[config.mk]
export PLATFORM = sky130hd
export DESIGN_NAME = alu_cmd_issuer
export DESIGN_NICKNAME = d
export VERILOG_FILES = /design/src/rtl/alu_cmd_issuer.sv
export SDC_FILE = /design/constraint.sdc
export NUM_CORES = 1
export LEC_CHECK = 0
export CORE_MARGIN = 5
export CORE_UTILIZATION = 50
export DETAILED_ROUTE_END_ITERATION = 8
export GPL_ROUTABILITY_DRIVEN = 0
export PLACE_DENSITY_LB_ADDON = 0.12
export SLEW_MARGIN = 20
export SYNTH_ARGS = -nofsm -noshare
export SYNTH_HDL_FRONTEND = slang
export SYNTH_SLANG_ARGS = --single-unit
[constraint.sdc]
create_clock -name clk -period 2.45 [get_ports clk]
set_clock_uncertainty 0.05 [all_clocks]
set_input_delay 0.3675 -clock clk [delete_from_list [all_inputs] [get_ports clk]]
set_output_delay 0.3675 -clock clk [all_outputs]
set_load 0.02 [all_outputs]
[src/rtl/alu_cmd_issuer.sv]
// Command issuer for a combinational ALU: queues {a,b,sel,tag} commands, drives the ALU,
// holds the inputs for a settle window, captures the result and returns it with the caller tag.
module alu_cmd_issuer #(
  parameter int FIFO_DEPTH    = 4,
  parameter int SETTLE_CYCLES = 1
) (
  input  logic        clk,
  input  logic        rst,
  input  logic        cmd_valid,
  output logic        cmd_ready,
  input  logic [7:0]  cmd_a,
  input  logic [7:0]  cmd_b,
  input  logic [3:0]  cmd_sel,
  input  logic [3:0]  cmd_tag,
  output logic [7:0]  A,
  output logic [7:0]  B,
  output logic [3:0]  ALU_Sel,
  input  logic [7:0]  ALU_Out,
  input  logic        CarryOut,
  output logic        rsp_valid,
  input  logic        rsp_ready,
  output logic [7:0]  rsp_result,
  output logic        rsp_carry,
  output logic [3:0]  rsp_sel,
  output logic [3:0]  rsp_tag,
  output logic        busy,
  output logic [15:0] done_cnt
);

  localparam int AW = $clog2(FIFO_DEPTH);
  localparam int CW = 24;
  localparam logic [3:0] SETTLE_LOAD = 4'(SETTLE_CYCLES - 1);

  typedef enum logic [1:0] {IDLE, DRIVE, RESP} state_t;

  state_t        state_reg, state_next;
  logic [CW-1:0] fifo_mem [FIFO_DEPTH];
  logic [AW:0]   wr_ptr_reg, rd_ptr_reg;
  logic [CW-1:0] fifo_head;
  logic          fifo_empty, fifo_full, push, pop;
  logic          capture, rsp_done;

  logic [7:0]    a_reg, b_reg;
  logic [3:0]    sel_reg, tag_reg;
  logic [3:0]    settle_cnt_reg;
  logic          rsp_valid_reg;
  logic [7:0]    rsp_result_reg;
  logic          rsp_carry_reg;
  logic [3:0]    rsp_sel_reg, rsp_tag_reg;
  logic [15:0]   done_cnt_reg;

  // Pointers carry one extra wrap bit so full and empty are distinguishable.
  assign fifo_empty = (wr_ptr_reg == rd_ptr_reg);
  assign fifo_full  = (wr_ptr_reg[AW] != rd_ptr_reg[AW]) &&
                      (wr_ptr_reg[AW-1:0] == rd_ptr_reg[AW-1:0]);
  assign fifo_head  = fifo_mem[rd_ptr_reg[AW-1:0]];
  assign cmd_ready  = !fifo_full;
  assign push       = cmd_valid && !fifo_full;

  always_ff @(posedge clk) begin
    if (push) begin
      fifo_mem[wr_ptr_reg[AW-1:0]] <= {cmd_a, cmd_b, cmd_sel, cmd_tag};
    end
  end

  always_ff @(posedge clk or posedge rst) begin
    if (rst) begin
      wr_ptr_reg <= '0;
      rd_ptr_reg <= '0;
    end else begin
      if (push) wr_ptr_reg <= wr_ptr_reg + {{AW{1'b0}}, 1'b1};
      if (pop)  rd_ptr_reg <= rd_ptr_reg + {{AW{1'b0}}, 1'b1};
    end
  end

  always_ff @(posedge clk or posedge rst) begin
    if (rst) state_reg <= IDLE;
    else     state_reg <= state_next;
  end

  always_comb begin
    state_next = state_reg;
    pop        = 1'b0;
    capture    = 1'b0;
    rsp_done   = 1'b0;
    case (state_reg)
      IDLE: begin
        if (!fifo_empty) begin
          pop        = 1'b1;
          state_next = DRIVE;
        end
      end
      DRIVE: begin
        if (settle_cnt_reg == 4'd0) begin
          capture    = 1'b1;
          state_next = RESP;
        end
      end
      RESP: begin
        // Chain straight into the next command when one is waiting.
        if (rsp_ready) begin
          rsp_done = 1'b1;
          if (!fifo_empty) begin
            pop        = 1'b1;
            state_next = DRIVE;
          end else begin
            state_next = IDLE;
          end
        end
      end
      default: state_next = IDLE;
    endcase
  end

  always_ff @(posedge clk or posedge rst) begin
    if (rst) begin
      a_reg          <= '0;
      b_reg          <= '0;
      sel_reg        <= '0;
      tag_reg        <= '0;
      settle_cnt_reg <= '0;
      rsp_valid_reg  <= 1'b0;
      rsp_result_reg <= '0;
      rsp_carry_reg  <= 1'b0;
      rsp_sel_reg    <= '0;
      rsp_tag_reg    <= '0;
      done_cnt_reg   <= '0;
    end else begin
      if (pop) begin
        {a_reg, b_reg, sel_reg, tag_reg} <= fifo_head;
        settle_cnt_reg <= SETTLE_LOAD;
      end else if (state_reg == DRIVE && settle_cnt_reg != 4'd0) begin
        settle_cnt_reg <= settle_cnt_reg - 4'd1;
      end
      if (capture) begin
        rsp_valid_reg  <= 1'b1;
        rsp_result_reg <= ALU_Out;
        rsp_carry_reg  <= CarryOut;
        rsp_sel_reg    <= sel_reg;
        rsp_tag_reg    <= tag_reg;
      end else if (rsp_done) begin
        rsp_valid_reg  <= 1'b0;
      end
      if (rsp_done) done_cnt_reg <= done_cnt_reg + 16'd1;
    end
  end

  assign A          = a_reg;
  assign B          = b_reg;
  assign ALU_Sel    = sel_reg;
  assign rsp_valid  = rsp_valid_reg;
  assign rsp_result = rsp_result_reg;
  assign rsp_carry  = rsp_carry_reg;
  assign rsp_sel    = rsp_sel_reg;
  assign rsp_tag    = rsp_tag_reg;
  assign done_cnt   = done_cnt_reg;
  assign busy       = (state_reg != IDLE) || !fifo_empty;

endmodule

==> summary.txt, run 1 <==
Global route
  – Largest net degree at the start of global routing: 38
  – First-pass GRT wire length: 18.3 mm
  – Total track usage: 0.163
  – Initial antenna violation count: 0
  – Grt total ovfl: 0
  – Vias in the first global route: 3460

Yosys
  – Yosys reg bits: 166
  – Register area share after synthesis: 0.713
  – Share of the synthesized area in the top cell type: 0.444
  – Ys Warns: 0
  – Number of flops mapped to enable cells by yosys: 96
  – Most common cell in the synthesized netlist: edfxtp_1
  – Synthesized area: 6500 sq um
  – Yosys cell types: 34
  – Asr flop ratio synth: 0.422
  – Largest family of logic cells by synthesized area: multiplexers
  – Post-synthesis cell count: about 340
  – Compound-Gate Fraction of Synth Area: 0.00693
  – Simple-gate share of the synthesized area: 0.0449
  – Post-synth top cells: edfxtp_1 (96), dfrtp_1 (70), mux4_2 (22)
  – XOR/XNOR Fraction of Synth Area: 0.0348
  – Leading area contributor after synthesis: edfxtp_1
  – Post-Synth Adder-Cell Area: 0.0154
  – Mux cell area share after synthesis: 0.170
  – Primary FF master, synth: edfxtp_1
  – Largest cells by area after synthesis: edfxtp_1 (44%), dfrtp_1 (27%), mux4_2 (7.6%)
  – Syn Area/Cell: approximately 19 sq um
  – Syn nets: 384

Detailed routing
  – Drt total wl: 11.4 mm
  – DR vias/cell: 5.13
  – DRT antenna net count: 0
  – 1st-iter DRT viols: 198
  – 1st-pass router iterations: 4
  – Avg WL per Cell: 17.9 um
  – Routed via count: 3251
  – DRC: 0

Clock tree
  – Worst skew pair latency: 0.41 ns
  – CTS max path bufs: 2
  – Post_cts resized: 2
  – CTS tree: done
  – CTS Hold Buffers Added: 0
  – Root Driver: clkbuf_16
  – CTS clk-pin slew, worst paths: around 0.070 ns
  – H-Tree Depth: 4
  – Clock sink count: 166
  – Inserted Clock Buffers: 17
  – Number of buffers added for setup after CTS: 0

Floorplan
  – IO Pins: 93
  – Core Region: 12700 sq um
  – Chip height: about 120 um
  – Full die area: 15400 sq um
  – Num rows: 41
  – Die X: 124 um
  – Effective utilization at floorplan: 0.513

Setup path
  – Worst path arrival time: 1.81 ns
  – Req. time, crit path: 2.03 ns
  – Setup crit end kind: output pin
  – Worst setup path startpoint: wr_ptr_reg[0]
  – WS Path Type: reg2out
  – Launch point of the worst reg-to-reg path: rd_ptr_reg[0]
  – Startpoint Class: flop
  – Worst Path Max Fanout: 5

STA
  – Clock period minus final worst setup slack: 2.23 ns
  – RSZ-0062 raised after global routing: no
  – FMAX: 0.448 GHz
  – Final period utilization: 0.911
  – Final Max Tran Viols: 0
  – Final hold violations: 0
  – Slew margin rel.: 0.654
  – Worst-Margin Slew: 0.519 ns
  – Setup violators final: 0
  – Setup TNS: 0 ns

Power
  – Switching Share: 0.293
  – Power Internal: 8060 uW
  – Sequential power share: 0.375
  – Lkg Pwr: 0.00321 uW
  – Power share of the clock group: 0.264
  – Switching power: 3340 uW
  – Gate power share: 0.362
  – Pwr per Cell Area: about 1400 nW/um^2
  – Max IR drop VDD: 0.000606 V

Placement
  – I/O Buffers: 92
  – Placed cell count: 602
  – Hpwl dp: 6.98 mm

Layout
  – Multi-input gate area in the final layout: 1790 sq um
  – Area Growth Syn to Fin: 29.4%
  – Sequential Area: 4640 sq um
  – Share of layout cells above drive strength 1: 0.240
  – # nets final: 494
  – Layout Cells excl Fill: ~630
  – Max reg flops: 96
  – Fillers: 902
  – ANT cells: 0

Run status
  – Outcome: finished clean

Worst hold path
  – HP Class: in2async

Run
  – Total of max-cap violations: 0
==> worst max-delay path, stage by stage, from the launching register on <==
cell	delay [ns]
dfrtp_1	0.45
xnor2_2	0.25
nand4_1	0.14
clkdlybuf4s50_1	0.56
==> path summary, 6_finish.rpt <==
check                                 to  slack, ns  depth (start not counted)
setup reg to reg                    B[7]       0.54                          3
hold / removal                      A[4]       0.21                          2
hold reg to reg                rsp_valid       0.43                          2
setup / recovery                    busy       0.22                          3
max in group asynchronous  rd_ptr_reg[0]       1.57                          3
min in group clk               rsp_valid       0.43                          2
==> per-layer routing <==
metal | wire length [um] | GRT usage | vias up
met5 | 0 | 0 | -
met4 | 114 | 0.0534 | 0
met1 | 4980 | 0.214 | 1650
met2 | 5530 | 0.256 | 81
met3 | 733 | 0.0563 | 7
li1 | - | - | 1513
==> kinds of logic after synthesis <==
kind of cell,count (synthesis)
AOI/OAI and AO/OA,4
and+or+nand+nor,54
DFF,166
xor gates and xnor gates,25
adders and majority gates,8
muxes,67
buffers and inverters,15
==> stage by stage <==
| stage | hold WS [ns] | total power, uW | setup slack (ns) | util | area (sq um) |
|---|---|---|---|---|---|
| 2_1_floorplan | 0.412 | 7050 | 0.257 | - | 6500 |
| 3_5_place_dp | 0.426 | 8500 | 0.321 | 0.608 | 7700 |
| 5_1_grt | 0.232 | 12000 | 0.105 | 0.663 | 8410 |
| 6_report | 0.209 | 11400 | 0.218 | 0.663 | 8410 |
| 4_1_cts | 0.214 | 11600 | 0.0617 | 0.663 | 8400 |
| 3_3_place_gp | 0.415 | 8400 | 0.345 | 0.608 | 7700 |
==> power groups by stage <==
stage | Sequential, uW | Combinational (uW) | Clock [uW]
2_1_floorplan | 4660 | 2390 | 0
6_report | 4270 | 4120 | 3010
3_5_place_dp | 4320 | 4170 | 0
3_3_place_gp | 4280 | 4120 | 0
5_1_grt | 4370 | 4430 | 3200
4_1_cts | 4290 | 4220 | 3070
==> cell type report <==
class	count	share of cell area
Clock buffer	18	0.0522
Clock inverter	14	0.0292
Inverter	5	0.00238
Multi-Input combinational cell	158	0.212
Sequential cell	166	0.551
Tap cell	172	0.0256
Timing Repair Buffer	101	0.127
==> cells in the final DEF, fill, tap and decap left out, types with 2 or more instances in the layout <==
cell | synthesis | routed
buf_4 | 1 | 3
nand2b_1 | 3 | 3
nand3_1 | 6 | 6
ha_1 | 8 | 8
clkbuf_16 | 0 | 17
and4_1 | 2 | 2
mux2_1 | 3 | 3
xnor2_2 | 1 | 3
mux4_2 | 22 | 22
clkinvlp_4 | 0 | 3
clkdlybuf4s50_1 | 0 | 91
bufinv_16 | 0 | 6
and3_1 | 5 | 5
nor2_1 | 9 | 9
nand2_1 | 12 | 12
xor2_1 | 9 | 9
mux2_2 | 20 | 20
clkinv_2 | 0 | 2
xnor2_1 | 15 | 13
buf_12 | 0 | 6
edfxtp_1 | 96 | 96
mux2_4 | 20 | 20
dfrtp_1 | 70 | 69
nand3b_1 | 2 | 2
nand4_1 | 6 | 6
nor3_1 | 3 | 3
inv_6 | 0 | 2
inv_1 | 5 | 4
mux4_1 | 2 | 2
nor2b_1 | 2 | 2
Power figures use the tool's default switching activity.
==> inputs of run 2 (changes only) <==
ABC_CLOCK_PERIOD_IN_PS = 2450   (was not set)
==> results of run 2 <==
No change in the layout: final DEF, timing and power equal those of run 1.
